**config.mk**
```make
export PLATFORM = sky130hd
export DESIGN_NAME = nec_divider_seq_flat
export DESIGN_NICKNAME = d
export VERILOG_FILES = /design/src/rtl/nec_divider_seq_if.sv /design/src/rtl/nec_divider_seq.sv /design/src/flat_wrapper.sv
export SDC_FILE = /design/constraint.sdc
export NUM_CORES = 1
export LEC_CHECK = 0
export CAP_MARGIN = 10
export CORE_ASPECT_RATIO = 1.2
export CORE_UTILIZATION = 51
export DETAILED_ROUTE_END_ITERATION = 16
export PLACE_DENSITY_LB_ADDON = 0.15
export SETUP_SLACK_MARGIN = 0.02
export SLEW_MARGIN = 20
export SYNTH_ARGS = -nofsm -noshare
export SYNTH_HDL_FRONTEND = slang
export SYNTH_SLANG_ARGS = --single-unit
```
**constraint.sdc**
```tcl
create_clock -name clk -period 3.4 [get_ports clk]
set_input_delay 0.34 -clock clk [delete_from_list [all_inputs] [get_ports clk]]
set_output_delay 0.34 -clock clk [all_outputs]
set_load 0.01 [all_outputs]
```
**src/rtl/nec_divider_seq_if.sv**
```systemverilog
// Handshake and operand/result bundle for the sequential divider.
interface nec_divider_seq_if #(
  parameter int WIDTH = 32
);
  localparam int H = WIDTH / 2;

  logic             ce;
  logic             start;
  logic             wide;
  logic             is_signed;
  logic [WIDTH-1:0] num;
  logic [H-1:0]     denom;
  logic             busy;
  logic             done;
  logic [H-1:0]     quot;
  logic [H-1:0]     rem;
  logic             overflow;
  logic             dbz;

  modport master (
    output ce, start, wide, is_signed, num, denom,
    input  busy, done, quot, rem, overflow, dbz
  );

  modport slave (
    input  ce, start, wide, is_signed, num, denom,
    output busy, done, quot, rem, overflow, dbz
  );
endinterface

```
**src/rtl/nec_divider_seq.sv**
```systemverilog
// Multi-cycle signed/unsigned restoring divider for DIV/IDIV microcode.
// Wide mode divides WIDTH by H bits, narrow mode H by H/2 bits.
module nec_divider_seq #(
  parameter int WIDTH = 32,
  parameter int BPC   = 1
) (
  input logic              clk,
  input logic              reset_n,
  nec_divider_seq_if.slave bus
);
  localparam int H  = WIDTH / 2;
  localparam int Q4 = H / 2;
  localparam int CW = $clog2(WIDTH + 1);

  localparam logic [WIDTH-1:0] ONE    = 1;
  localparam logic [WIDTH-1:0] W_FULL = ONE << H;
  localparam logic [WIDTH-1:0] W_HALF = ONE << (H - 1);
  localparam logic [WIDTH-1:0] N_FULL = ONE << Q4;
  localparam logic [WIDTH-1:0] N_HALF = ONE << (Q4 - 1);

  typedef enum logic [1:0] {IDLE, PREP, DIV, FIX} state_t;
  state_t state, state_n;

  // latched operands; den_r holds the raw divisor until PREP, its magnitude afterwards
  logic             wide_r, sgn_r;
  logic [WIDTH-1:0] num_r;
  logic [H-1:0]     den_r;
  // shift-subtract working set
  logic [WIDTH-1:0] n_sh, q_acc;
  logic [H:0]       r_acc;
  logic [CW-1:0]    cnt;
  logic             sq, sr, dz;
  // registered results
  logic [H-1:0]     quot_q, rem_q;
  logic             ovf_q, dbz_q, done_q;

  // operand magnitude forming (used in PREP)
  logic             sn, sd;
  logic [WIDTH-1:0] num_w, nmag;
  logic [H-1:0]     num_n, den_w, dmag;
  logic [Q4-1:0]    den_n;

  // one DIV step covering BPC quotient bits
  logic [WIDTH-1:0] n_t, q_t;
  logic [H:0]       r_t;

  // sign application and overflow (used in FIX)
  logic [WIDTH-1:0] q_sel, lim;
  logic [H-1:0]     r_sel, quot_n, rem_n;
  logic             ovf_n;

  assign bus.busy     = (state != IDLE);
  assign bus.done     = done_q;
  assign bus.quot     = quot_q;
  assign bus.rem      = rem_q;
  assign bus.overflow = ovf_q;
  assign bus.dbz      = dbz_q;

  // Magnitudes of the latched operands; narrow dividend is left-aligned so the
  // same MSB-first shifter serves both modes.
  always_comb begin
    sn    = sgn_r & (wide_r ? num_r[WIDTH-1] : num_r[H-1]);
    sd    = sgn_r & (wide_r ? den_r[H-1]     : den_r[Q4-1]);
    num_w = sn ? -num_r : num_r;
    num_n = sn ? -num_r[H-1:0] : num_r[H-1:0];
    den_w = sd ? -den_r : den_r;
    den_n = sd ? -den_r[Q4-1:0] : den_r[Q4-1:0];
    nmag  = wide_r ? num_w : {num_n, {H{1'b0}}};
    dmag  = wide_r ? den_w : {{Q4{1'b0}}, den_n};
  end

  // Restoring shift-subtract; partial remainder stays below the divisor so H+1 bits suffice.
  always_comb begin
    r_t = r_acc;
    n_t = n_sh;
    q_t = q_acc;
    for (int i = 0; i < BPC; i++) begin
      r_t = {r_t[H-1:0], n_t[WIDTH-1]};
      n_t = {n_t[WIDTH-2:0], 1'b0};
      if (r_t >= {1'b0, den_r}) begin
        r_t = r_t - {1'b0, den_r};
        q_t = {q_t[WIDTH-2:0], 1'b1};
      end else begin
        q_t = {q_t[WIDTH-2:0], 1'b0};
      end
    end
  end

  // Signed results, destination-range check and the divide-by-zero override.
  always_comb begin
    q_sel  = sq ? -q_acc : q_acc;
    r_sel  = sr ? -r_acc[H-1:0] : r_acc[H-1:0];
    quot_n = wide_r ? q_sel[H-1:0] : {{Q4{1'b0}}, q_sel[Q4-1:0]};
    rem_n  = wide_r ? r_sel : {{Q4{1'b0}}, r_sel[Q4-1:0]};
    if (wide_r) lim = sgn_r ? (sq ? W_HALF : W_HALF - ONE) : W_FULL - ONE;
    else        lim = sgn_r ? (sq ? N_HALF : N_HALF - ONE) : N_FULL - ONE;
    ovf_n = (q_acc > lim);
    if (dz) begin
      quot_n = '0;
      rem_n  = '0;
      ovf_n  = 1'b0;
    end
  end

  // State register, frozen while ce is low.
  always_ff @(posedge clk) begin
    if (!reset_n)    state <= IDLE;
    else if (bus.ce) state <= state_n;
  end

  // Next-state: zero divisor skips the DIV phase entirely.
  always_comb begin
    state_n = state;
    case (state)
      IDLE: if (bus.start) state_n = PREP;
      PREP: state_n = (dmag == '0) ? FIX : DIV;
      DIV:  if (cnt == CW'(1)) state_n = FIX;
      FIX:  state_n = IDLE;
      default: state_n = IDLE;
    endcase
  end

  // Datapath and result registers, advancing only on enabled cycles.
  always_ff @(posedge clk) begin
    if (!reset_n) begin
      wide_r <= 1'b0; sgn_r <= 1'b0; num_r <= '0; den_r <= '0;
      n_sh   <= '0;   q_acc <= '0;   r_acc <= '0; cnt   <= '0;
      sq     <= 1'b0; sr    <= 1'b0; dz    <= 1'b0;
      quot_q <= '0;   rem_q <= '0;   ovf_q <= 1'b0; dbz_q <= 1'b0; done_q <= 1'b0;
    end else if (bus.ce) begin
      done_q <= 1'b0;
      case (state)
        IDLE: if (bus.start) begin
          wide_r <= bus.wide;
          sgn_r  <= bus.is_signed;
          num_r  <= bus.num;
          den_r  <= bus.denom;
          ovf_q  <= 1'b0;
          dbz_q  <= 1'b0;
        end
        PREP: begin
          n_sh  <= nmag;
          den_r <= dmag;
          r_acc <= '0;
          q_acc <= '0;
          sq    <= sn ^ sd;
          sr    <= sn;
          dz    <= (dmag == '0);
          cnt   <= wide_r ? CW'(WIDTH / BPC) : CW'(H / BPC);
        end
        DIV: begin
          n_sh  <= n_t;
          r_acc <= r_t;
          q_acc <= q_t;
          cnt   <= cnt - CW'(1);
        end
        FIX: begin
          quot_q <= quot_n;
          rem_q  <= rem_n;
          ovf_q  <= ovf_n;
          dbz_q  <= dz;
          done_q <= 1'b1;
        end
        default: ;
      endcase
    end
  end
endmodule

```
**src/flat_wrapper.sv**
```systemverilog
// flat-port wrapper written by rule: the top's interface ports become plain ports
module nec_divider_seq_flat 
#(
  parameter int WIDTH = 32,
  parameter int BPC   = 1
)
  (clk, reset_n, bus_ce, bus_start, bus_wide, bus_is_signed, bus_num, bus_denom, bus_busy, bus_done, bus_quot, bus_rem, bus_overflow, bus_dbz);
  nec_divider_seq_if #(.WIDTH(WIDTH)) bus_i ();
  input logic clk;
  input logic reset_n;
  input wire logic [$bits(bus_i.ce)-1:0] bus_ce;
  input wire logic [$bits(bus_i.start)-1:0] bus_start;
  input wire logic [$bits(bus_i.wide)-1:0] bus_wide;
  input wire logic [$bits(bus_i.is_signed)-1:0] bus_is_signed;
  input wire logic [$bits(bus_i.num)-1:0] bus_num;
  input wire logic [$bits(bus_i.denom)-1:0] bus_denom;
  output wire logic [$bits(bus_i.busy)-1:0] bus_busy;
  output wire logic [$bits(bus_i.done)-1:0] bus_done;
  output wire logic [$bits(bus_i.quot)-1:0] bus_quot;
  output wire logic [$bits(bus_i.rem)-1:0] bus_rem;
  output wire logic [$bits(bus_i.overflow)-1:0] bus_overflow;
  output wire logic [$bits(bus_i.dbz)-1:0] bus_dbz;
  assign bus_i.ce = bus_ce;
  assign bus_i.start = bus_start;
  assign bus_i.wide = bus_wide;
  assign bus_i.is_signed = bus_is_signed;
  assign bus_i.num = bus_num;
  assign bus_i.denom = bus_denom;
  assign bus_busy = bus_i.busy;
  assign bus_done = bus_i.done;
  assign bus_quot = bus_i.quot;
  assign bus_rem = bus_i.rem;
  assign bus_overflow = bus_i.overflow;
  assign bus_dbz = bus_i.dbz;
  nec_divider_seq #(.WIDTH(WIDTH), .BPC(BPC)) u_core (.clk(clk), .reset_n(reset_n), .bus(bus_i));
endmodule
```
==> flow_summary_export.csv, run 1 <==
group,metric,value,unit
cells_and_area,nets,1419,
die,core_area,19100,µm²
grt,grt_pass1_vias,8854,
timing,setup_tns,0,ps
synth,syn_area,10100,µm²
placed_design,pre_cts_slack,669,ps
die,dieArea,20300,µm²
min_path,holdPathStages,4,
route,first_pass_iters,8,
critical_path,crit_end,"u_core.r_acc[0]",
clock_tree,clock_path_buffers,2,
die,die_h,156,µm
synth,synth_area_leader_cell,"dfxtp_1",
cells_and_area,fillers,1764,
synth,synth_edf_count,0,
clock_tree,cts_tree,"yes",
pwr,pwr-share-seq,40.5,%
die,die_x,130,µm
critical_path,reg2reg_to,"u_core.r_acc[0]",
route,routed_wl,26.0,mm
critical_path,required,3730,ps
clock_tree,root_buffer,"clkbuf_16",
placed_design,routabilityCongestion,0.932,
route,drt_iter0_markers,697,
grt,antenna_found_initial,0,
timing,worst_pin_slew,902,ps
synth,yosys-top-cells-area,"dfxtp_1, nand2_1, ha_1",
pwr,power_switching,1.66,mW
placed_design,place_area,11100,µm²
run,cap_violations,0,
timing,skew,9.68,ps
clock_tree,cts.hold.buffers_added,0,
clock_tree,cts_setup_buffers,0,
pwr,cellLeakagePower,4.24,nW
pwr,p_int,3.83,mW
cells_and_area,final_core_util,61.5,%
cells_and_area,post_layout_nonfiller_instances,1597,
critical_path,regToRegStartpoint,"u_core.den_r[2]",
min_path,hold_class,"in -> reg",
cells_and_area,fin_area,11700,µm²
timing,hold_slack,414,ps
clock_tree,clock_latency,440,ps
critical_path,path_max_fanout,12,
die,start_util,52.8,%
critical_path,startpoint_type,"register",
timing,hold_viol,0,
synth,yosys_warnings,0,
grt,overflow,0,
placed_design,dp_hpwl,18.6,mm
synth,async_reset_ff_share,0,%
route,post_drt_wl_per_cell,16.3,µm
placed_design,dp_cells,1565,
clock_tree,cts-buffers-inserted,17,
synth,ys_types,65,
clock_tree,cts-htree-levels,4,
critical_path,crit_start,"u_core.den_r[2]",
outcome,status,"completed",
timing,fmax,0.355,GHz
pwr,ir_drop,0.373,mV
grt,globalRouteTotalUtil,26.6,%
synth,synth-seq-cells,176,
timing,period_share,82.8,%
pwr,design_power_total,5.49,mW
critical_path,end_kind,"register",
grt,grt_first_pass_wirelength,42.6,mm
pwr,p_per_area,469,nW/µm²
cells_and_area,syn2layout_area_growth,16.5,%
die,rows,55,
timing,period_minus_slack,2810,ps
timing,final.setup.worst_slack,586,ps
synth,synth.avg_cell_area,7.83,µm²
synth,synth_top_area_share,35.0,%
timing,rsz0062_at_grt,"no",
synth,syn-num-nets,1376,
die,ioPinCount,90,
timing,slew_headroom,39.8,%
critical_path,arrival,3140,ps
grt,grt_start_max_net_pins,102,
cells_and_area,layout-drive-gt1-share,5.74,%
clock_tree,clkTransAtPathRegs,70,ps
route,vias,9327,
clock_tree,cts.sinks,176,
synth,ys.flop_type,"dfxtp_1",
critical_path,critical_path_class,"reg -> reg",
placed_design,place.port_buffers,89,
critical_path,rr_worst_depth,10,
timing,setup_viol_count_final,0,
critical_path,rrSetupSlack,590,ps
pwr,pwr-share-clk,37.4,%
pwr,combPwrFrac,22.1,%
cells_and_area,diodes,0,
pwr,p_sw_share,30.3,%
synth,syn_inst,1285,
route,ant_nets,0,
clock_tree,cts_resized,0,
timing,drv_slew,0,
route,drc_errors,0,
route,via_per_inst,5.84,
synth,ys_seq_area_share,35.0,%
-- per-layer routing --
layer	share of wire, %	track usage [%]
met1	42	30.4
met3	3.6	4.36
met5	0	0
met2	51	47.7
met4	3.5	11.9
-- power groups by stage --
stage / logic, mW / registers, mW / clock network, mW
floorplan: 0.909 / 2.24 / 0
global placement: 1.19 / 2.27 / 0
finish: 1.21 / 2.22 / 2.06
detailed placement: 1.20 / 2.27 / 0
CTS: 1.21 / 2.22 / 2.08
global route: 1.33 / 2.23 / 2.17
-- layout make-up --
class / instances / area, µm² / area share [%]
multi-input combinational: 987 / 6070 / 51.8
clock inverter: 11 / 153 / 1.30
tap: 256 / 320 / 2.73
sequential: 176 / 3520 / 30.1
clock buffer: 21 / 460 / 3.93
inverter: 36 / 135 / 1.15
timing repair buffer: 110 / 1060 / 9.01
-- cell families (layout without fill, tap and decap cells) --
logic type | after synthesis | after routing | synth area share (%)
buffers and inverters | 122 | 178 | 4.73
multiplexers | 35 | 35 | 3.56
AO/OA/AOI/OAI | 370 | 370 | 23.7
XOR/XNOR | 72 | 72 | 6.27
adder cells (fa/ha/maj) | 37 | 37 | 4.68
AND/OR/NAND/NOR | 473 | 473 | 22.0
flip-flops | 176 | 176 | 35.0
-- how the worst min path moves through the flow --
stage	from	end	slack [ps]
after floorplan	u_core.n_sh[29]	u_core.n_sh[29]	440
after detailed placement	u_core.q_acc[31]	u_core.q_acc[31]	460
after CTS	reset_n	u_core.den_r[9]	400
final	reset_n	u_core.den_r[9]	410
after global routing	reset_n	u_core.den_r[8]	420
after global placement	u_core.q_acc[31]	u_core.q_acc[31]	450
-- layout by cell type, fill, tap and decap left out, types with 8 or more instances in the layout --
master	instances
a21oi_1	88
nand4_1	10
nor2b_1	36
and2_1	15
ha_1	35
nand2b_1	10
o22ai_1	8
a31oi_1	22
xnor2_1	42
buf_4	20
xor2_1	30
mux2i_1	29
nor3_1	14
nor2_1	73
a21boi_0	41
a211oi_1	14
o211ai_1	8
nand2_1	206
o31ai_1	19
nand3_1	59
clkdlybuf4s50_1	88
inv_1	35
a22oi_1	36
dfxtp_1	175
clkbuf_16	17
o21ai_0	83
and3_1	8
nor4_1	9
-- sequential cells by signal, summed over array words and instances (netlist names), 2 cells and up --
| signal | flops |
|---|---|
| u_core.n_sh | 32 |
| u_core.num_r | 32 |
| u_core.q_acc | 32 |
| u_core.bus.quot | 16 |
| u_core.bus.rem | 16 |
| u_core.den_r | 16 |
| u_core.r_acc | 16 |
| u_core.cnt | 6 |
| u_core.state | 2 |
-- cell usage after synthesis, drive strengths merged (16+ instances only) --
cell type / instances
o31ai: 20
o21ai: 84
nand2: 207
a22oi: 36
dfxtp: 176
mux2i: 29
ha: 36
nand3: 59
inv: 36
and2: 16
xor2: 30
nor2: 74
clkbuf: 78
a21oi: 88
a21boi: 41
xnor2: 42
a31oi: 22
nor2b: 36
-- critical path, cell delays in order, from the launching register on --
cell	delay (ps)
dfxtp_1	410
inv_1	120
ha_1	370
o21a_1	190
o31a_1	140
o31ai_1	520
o31ai_1	230
a21o_1	230
buf_4	190
mux2i_1	130
a22o_1	170
(Power assumes the default switching activity.)
==> run 2: changes to the inputs <==
==> constraint.sdc (replaced) <==
create_clock -name clk -period 2.3 [get_ports clk]
set_input_delay 0.23 -clock clk [delete_from_list [all_inputs] [get_ports clk]]
set_output_delay 0.23 -clock clk [all_outputs]
set_load 0.01 [all_outputs]
==> run 2 against run 1 <==
The run now ends with negative setup slack left. Via count rose by 6.2%. Worst setup slack got worse by 680 ps. Register-to-register slack got worse by 680 ps. Sequential share of layout area shrank 2.9 points. Final area is 12% higher. Clock-buffer cell count unchanged. Combinational power increased by 100%. Global-route usage rose by 2.0 points. Total power rose by 57%. Sequential power grew 47%. Critical path type unchanged. Critical endpoint is now u_core.n_sh[18].
==> flow_summary_export.csv, run 2 (synthesis results as in run 1) <==
group,metric,value,unit
clock_tree,cts.sinks,176,
route,drt_iter0_markers,578,
timing,period_minus_slack,2400,ps
die,rows,55,
timing,setup_viol_count_final,7,
die,dieArea,20300,µm²
critical_path,crit_top_cell,"or4_4",
route,routed_wl,28.5,mm
critical_path,critical_path_buf_inv_count,1,
route,post_drt_wl_per_cell,16.6,µm
pwr,combPwrFrac,28.6,%
timing,fmax,0.417,GHz
outcome,violations,"negative setup slack",
critical_path,required,2590,ps
clock_tree,clkTransAtPathRegs,70,ps
cells_and_area,nets,1538,
placed_design,dp_hpwl,20.2,mm
timing,period_share,104,%
route,vias,9905,
placed_design,place.port_buffers,89,
cells_and_area,syn2layout_area_growth,30.1,%
grt,busiest_layer,"met2",
route,ant_nets,0,
cells_and_area,diodes,0,
pwr,pwr-share-clk,33.5,%
timing,rsz0062_at_grt,"yes",
timing,worst_pin_slew,539,ps
critical_path,cp_cell_sequence,"or4_4, or4_4, buf_4, o31ai_4, xor2_1, nand2_1, o21ai_2, o22ai_1",
critical_path,startpoint_type,"register",
route,via_per_inst,5.77,
route,drc_errors,0,
grt,grt_start_max_net_pins,55,
timing,final.setup.worst_slack,-98.4,ps
pwr,design_power_total,8.62,mW
critical_path,arrival,2690,ps
critical_path,end_kind,"register",
clock_tree,cts_tree,"yes",
pwr,p_sw_share,32.2,%
critical_path,critical_path_class,"reg -> reg",
die,core_area,19100,µm²
clock_tree,cts-htree-levels,4,
pwr,cellLeakagePower,4.92,nW
grt,grt_first_pass_wirelength,45.8,mm
cells_and_area,post_layout_nonfiller_instances,1716,
run,cap_violations,0,
die,die_h,156,µm
placed_design,pre_cts_slack,-72.4,ps
cells_and_area,biggestRegsByFlops,"u_core.n_sh x32, u_core.num_r x32, u_core.q_acc x32",
pwr,pwr-share-seq,38.0,%
die,start_util,52.8,%
cells_and_area,layout-drive-gt1-share,18.6,%
grt,met2_usage,51.5,%
critical_path,path_delay_family,"simple AND/OR/NAND/NOR gates",
timing,slew_headroom,64.1,%
critical_path,path_max_fanout,4,
route,first_pass_iters,5,
pwr,p_int,5.84,mW
grt,globalRouteTotalUtil,28.6,%
placed_design,routabilityCongestion,0.963,
clock_tree,clock_latency,430,ps
cells_and_area,final_cell_mix,"nand2_1, dfxtp_1, buf_4",
grt,grt_use_met1,32.8,%
critical_path,critPathMaxStageDelay,560,ps
min_path,hold_class,"in -> reg",
clock_tree,clock_path_buffers,2,
timing,skew,7.48,ps
die,die_x,130,µm
grt,grt_pass1_vias,9432,
clock_tree,cts-buffers-inserted,17,
pwr,power_switching,2.78,mW
timing,hold_viol,0,
grt,overflow,0,
cells_and_area,layout_commonest_cell,"nand2_1",
cells_and_area,fillers,1605,
grt,grt_use_met3,3.98,%
pwr,p_per_area,659,nW/µm²
pwr,ir_drop,0.582,mV
grt,antenna_found_initial,0,
outcome,status,"finished, violations left",
critical_path,slowest_stage,"or4_4",
clock_tree,cts.hold.buffers_added,0,
placed_design,dp_cells,1667,
die,ioPinCount,90,
timing,drv_slew,0,
clock_tree,root_buffer,"clkbuf_16",
## run 2: power by group through the flow
| stage | combinational [mW] | sequential (mW) | clock, mW |
|---|---|---|---|
| after global routing | 2.65 | 3.28 | 3.07 |
| final | 2.46 | 3.27 | 2.88 |
| after CTS | 2.25 | 3.26 | 2.92 |
| after detailed placement | 2.13 | 3.33 | 0 |
| after floorplan | 1.41 | 3.31 | 0 |
| after global placement | 2.11 | 3.32 | 0 |
## run 2: layout make-up
class                   instances  area (µm²)  share of cell area [%]
clock inverters                11         114                   0.870
repair buffers                229        2010                    15.3
well taps                     256         320                    2.45
flip-flops and latches        176        3560                    27.2
inverters                      36         143                    1.09
clock buffers                  21         470                    3.60
multi-input cells             987        6480                    49.5
## run 2: per-layer routing
metal / wire length (µm) / share of wire [%]
met2: 14500 / 51
met1: 11900 / 42
met3: 1010 / 3.5
met4: 1160 / 4.1
met5: 0 / 0
## run 2: repair_timing
action,in CTS,in global routing
setup buffers,7,10
endpoints found under the setup margin,29,42
pin swaps,14,27
gates resized for setup,27,77
## run 2: worst min-delay path: stages
cell	delay [ps]
buf_2	140
clkinv_1	90
buf_4	160
nor2_1	50
## run 2: metrics by stage
stage	hold slack (ps)	setup TNS, ps	instance area, µm²	utilization, %
2_1_floorplan	375	-23.3	10200	-
3_3_place_gp	452	-126	12000	62.8
3_5_place_dp	462	-344	12000	62.8
4_1_cts	262	-37.1	12700	66.7
5_1_grt	282	-1140	13100	68.6
6_report	269	-257	13100	68.6
## run 2: path summary, 6_finish.rpt
kind | cells past startpoint | endpoint | startpoint | slack [ps]
worst max-delay path | 8 | u_core.n_sh[18] | u_core.num_r[10] | -100
worst min-delay path | 4 | u_core.den_r[3] | reset_n | 270
worst max register to register | 8 | u_core.n_sh[18] | u_core.num_r[10] | -100
worst min register to register | 2 | u_core.q_acc[29] | u_core.q_acc[29] | 470
==> run 3: changes to the inputs <==
--- a/config.mk
+++ b/config.mk
@@ -7,8 +7,9 @@
 export LEC_CHECK = 0
 export CAP_MARGIN = 10
 export CORE_ASPECT_RATIO = 1.2
-export CORE_UTILIZATION = 51
+export CORE_UTILIZATION = 40
 export DETAILED_ROUTE_END_ITERATION = 16
+export MAX_ROUTING_LAYER = met4
 export PLACE_DENSITY_LB_ADDON = 0.15
 export SETUP_SLACK_MARGIN = 0.02
 export SLEW_MARGIN = 20
==> run 3 against run 2 <==
The flow still finishes with violations (negative setup slack). Sequential share of layout area fell by 0.38 points. Clock skew up 3.1 ps. Final cell count is 4.4% higher. Register-to-register slack improved by 40 ps. First-iteration DRC count down 15%. Utilization down 15 points. Critical path depth stayed put. Maximum frequency is 1.5% higher. Via count decreased by 2.2%. Total power increased by 1.9%. Combinational power increased by 2%. Global-route usage down 4.8 points.
==> flow_summary_export.csv, run 3 (synthesis results as in run 1) <==
group,metric,value,unit
outcome,status,"finished, violations left",
outcome,violations,"negative setup slack",
die,start_util,40.8,%
timing,setup_viol_count_final,5,
critical_path,critPathMaxStageDelay,560,ps
timing,final.setup.worst_slack,-63.0,ps
critical_path,startpoint_type,"register",
die,dieArea,25800,µm²
clock_tree,cts_tree,"yes",
timing,fmax,0.423,GHz
grt,grt_start_max_net_pins,39,
critical_path,regToRegStartpoint,"u_core.num_r[10]",
route,post_drt_wl_per_cell,16.3,µm
clock_tree,clock_path_buffers,2,
cells_and_area,final_cell_mix,"nand2_1, dfxtp_1, buf_4",
cells_and_area,multiInputGateArea,6450,µm²
timing,slew_headroom,57.2,%
clock_tree,cts-htree-levels,4,
route,vias,9689,
grt,antenna_found_initial,0,
clock_tree,cts.sinks,176,
grt,grt_use_met1,26.6,%
placed_design,place_area,12200,µm²
cells_and_area,nets,1545,
grt,busiest_layer,"met2",
cells_and_area,diodes,0,
pwr,cellLeakagePower,4.93,nW
critical_path,crit_start,"u_core.num_r[10]",
critical_path,end_kind,"register",
pwr,p_per_area,663,nW/µm²
clock_tree,cts-buffers-inserted,17,
die,core_area,24700,µm²
route,drc_errors,0,
timing,worst_pin_slew,643,ps
cells_and_area,syn2layout_area_growth,31.6,%
placed_design,dp_cells,1748,
die,die_h,176,µm
grt,grt_pass1_vias,9386,
critical_path,path_max_fanout,6,
die,die_x,147,µm
cells_and_area,biggestRegsByFlops,"u_core.n_sh x32, u_core.num_r x32, u_core.q_acc x32",
grt,met2_usage,41.8,%
pwr,ir_drop,0.470,mV
run,cap_violations,0,
critical_path,reg2reg_to,"u_core.n_sh[19]",
grt,grt_first_pass_wirelength,47.4,mm
clock_tree,root_buffer,"clkbuf_16",
critical_path,slowest_stage,"or4_4",
grt,grt_use_met3,3.69,%
timing,hold_viol,0,
timing,period_share,103,%
critical_path,rr_worst_depth,8,
critical_path,required,2610,ps
critical_path,arrival,2680,ps
critical_path,critical_path_class,"reg -> reg",
route,first_pass_iters,5,
route,ant_nets,0,
cells_and_area,layout-drive-gt1-share,18.9,%
cells_and_area,seqCellArea,3550,µm²
timing,rsz0062_at_grt,"yes",
critical_path,crit_top_cell,"or4_4",
placed_design,dp_hpwl,21.6,mm
cells_and_area,fin_area,13200,µm²
die,rows,63,
min_path,holdPathStages,3,
placed_design,routabilityCongestion,0.919,
min_path,min_from,"reset_n",
pwr,design_power_total,8.78,mW
cells_and_area,final_core_util,53.7,%
cells_and_area,fillers,2373,
min_path,hold_class,"in -> reg",
die,ioPinCount,90,
route,via_per_inst,5.41,
route,routed_wl,29.2,mm
timing,period_minus_slack,2360,ps
min_path,hold_end,"u_core.den_r[13]",
timing,drv_slew,0,
cells_and_area,layout_commonest_cell,"nand2_1",
critical_path,rrSetupSlack,-60,ps
route,drt_iter0_markers,494,
critical_path,cp_cell_sequence,"or4_4, or4_4, nor2_4, buf_4, nor2_1, xor2_1, mux2i_1, o22ai_1",
placed_design,place.port_buffers,89,
cells_and_area,post_layout_nonfiller_instances,1792,
clock_tree,clock_latency,440,ps
grt,overflow,0,
timing,skew,10.6,ps
grt,globalRouteTotalUtil,23.8,%
clock_tree,clkTransAtPathRegs,80,ps
-- run 3: how the worst max path moves through the flow --
stage / end / slack, ps / cells past startpoint
after floorplan: u_core.n_sh[25] / -10 / 9
after global placement: u_core.state[0] / -150 / 10
after detailed placement: u_core.n_sh[26] / -180 / 10
after CTS: u_core.n_sh[21] / -20 / 7
after global routing: u_core.n_sh[25] / -140 / 7
final: u_core.n_sh[19] / -60 / 8
-- run 3: critical path, delay by kind of cell, from the launching register on --
kind                   cells  cell delay, ps
AO/OA/AOI/OAI              1              90
XOR/XNOR                   1             170
buffers and inverters      1             140
flip-flops                 1             320
multiplexers               1             170
AND/OR/NAND/NOR            4            1350
-- run 3: repair_timing --
item / CTS / global route
hold buffers: 0 / 0
pin swaps: 16 / 24
cloned: 0 / 1
resized for setup: 20 / 83
setup endpoints to repair: 23 / 43
setup buffers: 4 / 7
-- run 3: final cells by class --
cell class	instances	area share [%]
clock inverter	14	1.26
sequential	176	26.8
multi-input combinational	987	48.7
tap	325	3.07
inverter	36	1.08
timing repair buffer	236	15.7
clock buffer	18	3.32
-- run 3: routing by layer --
| layer | wire length [µm] | up-vias |
|---|---|---|
| li1 | - | 4911 |
| met1 | 12700 | 4552 |
| met2 | 14800 | 169 |
| met3 | 744 | 57 |
| met4 | 953 | 0 |
| met5 | 0 | - |
-- run 3: power by group --
part	total [mW]	switching, mW	internal (mW)
combinational	2.52	1.32	1.20
clock	2.99	1.41	1.58
sequential	3.27	0.108	3.16
-- run 3: metrics by stage --
step,hold slack [ps],TNS [ps],setup slack (ps)
finish,176,-164,-63.0
global route,166,-1140,-145
floorplan,375,-23.3,-12.0
global placement,453,-713,-148
CTS,148,-63.4,-22.1
detailed placement,460,-1000,-177
